**src/rtl/interrupt_controller.sv**
```systemverilog
// interrupt_controller
//   Synchronises and edge-detects four asynchronous interrupt lines and keeps
//   per-source pending/overflow state. A software mask and fixed priority
//   (int1 highest) select one source. That source is presented to the PC
//   through a req/ack handshake and then held in service until reti retires,
//   so interrupts never nest.
//
//   Ports
//     clk, reset          system clock, async active-low reset
//     int_in[3:0]         raw async lines, bit0 = int1 (highest priority)
//     inhibit             PC is in ROM range; no new request is issued
//     mask_we/mask_wdata  mask register write (1 = source disabled)
//     status_clr[3:0]     per-bit clear of the sticky overflow flags
//     int_ack             PC took the request
//     reti_done           reti retired; leave service
//     int_req, int_id     registered request and its vector (1..4, 0 idle)
//     in_service          high from ack until reti_done
//     pending, overflow   latched edges / edge-while-pending flags
//     mask                current mask register

// Per-source synchroniser chain, history flop and rising-edge detector.
// SYNC_STAGES must be at least 2.
module int_edge_detect #(
    parameter int SYNC_STAGES = 2
) (
    input  logic clk,
    input  logic reset,
    input  logic line,
    output logic rise
);
    logic [SYNC_STAGES-1:0] sync;
    logic                   history;

    always_ff @(posedge clk or negedge reset) begin
        if (!reset) begin
            sync    <= '0;
            history <= 1'b0;
        end else begin
            sync    <= {sync[SYNC_STAGES-2:0], line};
            history <= sync[SYNC_STAGES-1];
        end
    end

    assign rise = sync[SYNC_STAGES-1] & ~history;
endmodule

module interrupt_controller #(
    parameter int NSRC        = 4,
    parameter int SYNC_STAGES = 2
) (
    input  logic            clk,
    input  logic            reset,
    input  logic [NSRC-1:0] int_in,
    input  logic            inhibit,
    input  logic            mask_we,
    input  logic [NSRC-1:0] mask_wdata,
    input  logic [NSRC-1:0] status_clr,
    input  logic            int_ack,
    input  logic            reti_done,
    output logic            int_req,
    output logic [2:0]      int_id,
    output logic            in_service,
    output logic [NSRC-1:0] pending,
    output logic [NSRC-1:0] overflow,
    output logic [NSRC-1:0] mask
);
    typedef enum logic [1:0] {S_IDLE, S_REQ, S_SERVICE} state_t;

    state_t              state, state_next;
    logic [2:0]          id_next, win_id;
    logic [NSRC-1:0]     rise, edge_v, eligible, ack_clr;
    logic [SYNC_STAGES:0] arm_pipe;
    logic                take;

    for (genvar g = 0; g < NSRC; g++) begin : g_src
        int_edge_detect #(.SYNC_STAGES(SYNC_STAGES)) u_edge (
            .clk   (clk),
            .reset (reset),
            .line  (int_in[g]),
            .rise  (rise[g])
        );
    end

    // After reset the sync/history flops start at 0, so a line already high
    // would look like a rising edge once it reaches the last stage. Edges are
    // ignored until the chain and history have been refilled from the pins.
    always_ff @(posedge clk or negedge reset) begin
        if (!reset) arm_pipe <= '0;
        else        arm_pipe <= {arm_pipe[SYNC_STAGES-1:0], 1'b1};
    end

    assign edge_v   = rise & {NSRC{arm_pipe[SYNC_STAGES]}};
    assign eligible = pending & ~mask;
    assign take     = (state == S_REQ) && int_ack;

    // Fixed priority: lowest set bit wins.
    always_comb begin
        win_id = '0;
        for (int i = NSRC - 1; i >= 0; i--)
            if (eligible[i]) win_id = 3'(i + 1);
    end

    always_comb begin
        ack_clr = '0;
        for (int i = 0; i < NSRC; i++)
            ack_clr[i] = take && (int_id == 3'(i + 1));
    end

    always_comb begin
        state_next = state;
        id_next    = int_id;
        case (state)
            S_IDLE: begin
                if (eligible != '0 && !inhibit) begin
                    state_next = S_REQ;
                    id_next    = win_id;
                end
            end
            S_REQ: begin
                if (int_ack) begin
                    state_next = S_SERVICE;
                    id_next    = '0;
                end
            end
            S_SERVICE: begin
                if (reti_done) state_next = S_IDLE;
            end
            default: begin
                state_next = S_IDLE;
                id_next    = '0;
            end
        endcase
    end

    always_ff @(posedge clk or negedge reset) begin
        if (!reset) begin
            state  <= S_IDLE;
            int_id <= '0;
        end else begin
            state  <= state_next;
            int_id <= id_next;
        end
    end

    // A new edge wins over the ack clear, and an edge landing in the same
    // cycle as the ack is treated as a fresh request rather than an overflow.
    always_ff @(posedge clk or negedge reset) begin
        if (!reset) begin
            pending  <= '0;
            overflow <= '0;
            mask     <= '0;
        end else begin
            pending  <= (pending & ~ack_clr) | edge_v;
            overflow <= (overflow & ~status_clr) | (edge_v & pending & ~ack_clr);
            if (mask_we) mask <= mask_wdata;
        end
    end

    assign int_req    = (state == S_REQ);
    assign in_service = (state == S_SERVICE);
endmodule

```
**config.mk**
```make
export PLATFORM = sky130hd
export DESIGN_NAME = interrupt_controller
export DESIGN_NICKNAME = d
export VERILOG_FILES = /design/src/rtl/interrupt_controller.sv
export SDC_FILE = /design/constraint.sdc
export NUM_CORES = 1
export LEC_CHECK = 0
export BUFFER_PORTS_ARGS = -buffer_cell sky130_fd_sc_hd__buf_4
export CAP_MARGIN = 20
export CORE_ASPECT_RATIO = 0.75
export CORE_MARGIN = 2
export CORE_UTILIZATION = 40
export DETAILED_ROUTE_END_ITERATION = 7
export PLACE_DENSITY = 0.63
export REMOVE_ABC_BUFFERS = 1
export SLEW_MARGIN = 20
export SYNTH_ARGS = -nofsm -noshare
export SYNTH_HDL_FRONTEND = slang
export SYNTH_SLANG_ARGS = --single-unit
```
**constraint.sdc**
```tcl
create_clock -name clk -period 1.7 [get_ports clk]
set_input_delay 0.51 -clock clk [delete_from_list [all_inputs] [get_ports clk]]
set_output_delay 0.51 -clock clk [all_outputs]
set_load 0.03 [all_outputs]
```
==> results.sh <==
export IMPL_fill_cells=246
export IMPL_post_cts_setup_buffer_count=0
export IMPL_clock_tree_root_cell="sky130_fd_sc_hd__clkbuf_8"
export IMPL_syn_area_per_cell_sq_um=13.49
export IMPL_detail_route_drc_violations=0
export IMPL_total_area_of_multi_input_combinational_cells_sq_um=346.6
export IMPL_grt_first_pass_wirelength_microns=3574
export IMPL_worstSkewPairLatency_ns=0.28
export IMPL_synth_seq_area_share=0.6823
export IMPL_most_common_layout_cells="34 x sky130_fd_sc_hd__buf_4, 32 x sky130_fd_sc_hd__dfrtp_1, 8 x sky130_fd_sc_hd__nand2_1"
export IMPL_timing_critical_path_fanout_max=7
export IMPL_grt_setup_unrepaired="false"
export IMPL_max_clock_path_buffers=2
export IMPL_cts_tree="yes"
export IMPL_synth_warning_count=0
export IMPL_final_min_clock_period_ns=1.605
export IMPL_min_period_over_period=0.9442
export IMPL_post_drt_via_cell_ratio=4.927
export IMPL_post_route_util=0.5741
export IMPL_drive_above_1_share=0.3828
export IMPL_final_cell_area_sq_um=1551
export IMPL_netlist_cell_type_count=22
export IMPL_cellInternalPower_mw=1.477
export IMPL_sequentialPowerShare=0.441
export IMPL_power_per_cell_area_nw_per_um2=1477
export IMPL_gp_congestion=0.7770
export IMPL_critPathRequiredTime_ns=1.19
export IMPL_power_switching_share=0.3557
export IMPL_category_of_the_most_critical_setup_path="register to output pin"
export IMPL_clock_skew_final_ns=0.002661
export IMPL_syn_area_sq_um=1174
export IMPL_grt_overflow_total=0
export IMPL_design_core_area_sq_um=2703
export IMPL_post_synth_inst_count=87
export IMPL_critical_path_endpoint_type="output pin"
export IMPL_grt_start_max_net_pins=33
export IMPL_worst_setup_path_start_kind="register"
export IMPL_antenna_found_initial=0
export IMPL_seq_area_sq_um=800.8
export IMPL_crit_chain="nand2b_1 -> inv_1 -> buf_4"
export IMPL_port_buffers=34
export IMPL_timing_final_hold_violations=0
export IMPL_tritoncts_num_sinks=32
export IMPL_cpMaxStageDelayCell="sky130_fd_sc_hd__dfrtp_1"
export IMPL_synthToLayoutAreaGrowth_pct=32.20
export IMPL_drt_wl_total_microns=2170
export IMPL_die_area_sq_um=3388
export IMPL_clock_power_share=0.228
export IMPL_pwr_share_comb=0.332
export IMPL_ys_seq_elements=32
export IMPL_diodes=0
export IMPL_status="complete, no violations"
export IMPL_place_detailed_hpwl_microns=1707
export IMPL_clk_pin_slew_worst_paths_ns=0.06
export IMPL_floorplan_rows=16
export IMPL_drt_antenna_violating_nets=0
export IMPL_cts_buffers_inserted=5
export IMPL_finalMaxSlewViolations=0
export IMPL_fmaxAchievable_ghz=0.6230
export IMPL_route_vias_total=808
export IMPL_worst_endpoint_arrival_ns=1.10
export IMPL_max_cap_violations=0
export IMPL_start_util=0.4343
export IMPL_hold_class="input pin to async pin"
export IMPL_cts_htree_levels=2
export IMPL_groute_usage_overall=0.1504
export IMPL_switching_power_mw=0.8152
export IMPL_route_detailed_wl_per_inst_microns=13.23
export IMPL_cts_hold_repair_buffers=0
export IMPL_first_pass_iters=4
export IMPL_finalNetCount=146
export IMPL_floorplan_die_height_microns=50.91
export IMPL_mostFrequentLayoutCell="sky130_fd_sc_hd__buf_4"
export IMPL_cts_repair_resize_count=0
export IMPL_worst_path_largest_cell_delay_ns=0.43
export IMPL_grt_pass1_vias=769
export IMPL_place_area_sq_um=1474
export IMPL_die_w_microns=66.55
export IMPL_max_vdd_ir_drop_mv=0.6237
export IMPL_drt_iter0_markers=61
export IMPL_setup_tns_final_ns=0
export IMPL_static_leakage_power_nw=0.7222
export IMPL_top_level_ports=35
export IMPL_timing_final_setup_violations=0
[power by group through the flow]
stage / logic, mW / registers [mW] / clock network [mW]
floorplan: 0.331 / 1.16 / 0
global placement: 0.761 / 1.02 / 0
detailed placement: 0.770 / 1.02 / 0
CTS: 0.771 / 1.01 / 0.535
global route: 0.828 / 1.03 / 0.580
finish: 0.760 / 1.01 / 0.521
[cells in the mapped netlist, drive strengths merged]
library cell,number,area share
mux2,4,0.038
or3,1,0.0096
dfrtp,32,0.68
a41o,1,0.0085
o22ai,6,0.032
and2,1,0.0053
inv,7,0.022
o32ai,1,0.014
nand2,8,0.026
and2b,1,0.0064
o31ai,2,0.013
o21ai,2,0.0085
nand3b,5,0.032
a21boi,1,0.0064
nor2b,1,0.0053
a41oi,1,0.014
or2,1,0.0053
conb,1,0.0032
a21oi,1,0.0043
o41ai,2,0.015
nand2b,8,0.049
[layer usage]
| metal | wire length [microns] | global-route usage | vias to the layer above |
|---|---|---|---|
| met2 | 971 | 0.2267 | 25 |
| met5 | 0 | 0 | - |
| met4 | 32 | 0.07143 | 0 |
| met1 | 1008 | 0.1855 | 396 |
| li1 | - | - | 382 |
| met3 | 157 | 0.06608 | 5 |
[critical path, delay by kind of cell (launching register included)]
kind | cells | cell delay, ns
simple gates | 1 | 0.18
buf+inv | 2 | 0.21
flops | 1 | 0.43
[path summary, 6_finish.rpt]
check | from | endpoint | slack [ns] | depth (start not counted)
setup / recovery | state[0] | in_service | 0.09 | 3
hold / removal | reset | pending[1] | 0.16 | 1
setup reg to reg | state[1] | overflow[1] | 0.32 | 3
hold reg to reg | arm_pipe[1] | arm_pipe[2] | 0.35 | 0
max in group asynchronous | reset | pending[0] | 1.27 | 1
min in group clk | int_in[3] | g_src[3].u_edge.sync[0] | 0.34 | 1
[cell type report]
cell class / instances / area share
sequential: 32 / 0.5161
multi-input combinational: 48 / 0.2234
timing repair buffer: 34 / 0.1645
clock buffer: 6 / 0.04677
tap: 36 / 0.02903
inverter: 7 / 0.01694
clock inverter: 1 / 0.003226
[through the flow]
step | cells | hold slack, ns | power, mW | setup slack [ns]
2_1_floorplan | 87 | 0.2144 | 1.488 | 0.4174
3_3_place_gp | 157 | 0.3330 | 1.780 | 0.2032
3_5_place_dp | 157 | 0.3347 | 1.793 | 0.1738
4_1_cts | 164 | 0.1641 | 2.316 | 0.09260
5_1_grt | 164 | 0.1792 | 2.435 | 0.01632
6_report | 164 | 0.1574 | 2.292 | 0.09494
[kinds of logic (layout without fill, tap and decap cells)]
logic type | count (synthesis) | in the layout | share of synthesized area
and+or+nand+nor | 26 | 26 | 0.1386
other | 1 | 1 | 0.003195
AOI/OAI and AO/OA | 17 | 17 | 0.1151
buffers and inverters | 7 | 48 | 0.02239
DFF | 32 | 32 | 0.6823
muxes | 4 | 4 | 0.03838
[state kept, by name (all words and copies together), names as in the netlist]
name,cells
g_src.u_edge.history,4
state,2
g_src.u_edge.sync,8
arm_pipe,3
pending,4
overflow,4
mask,4
int_id,3
Note: power is estimated with default switching activity, not from simulation.
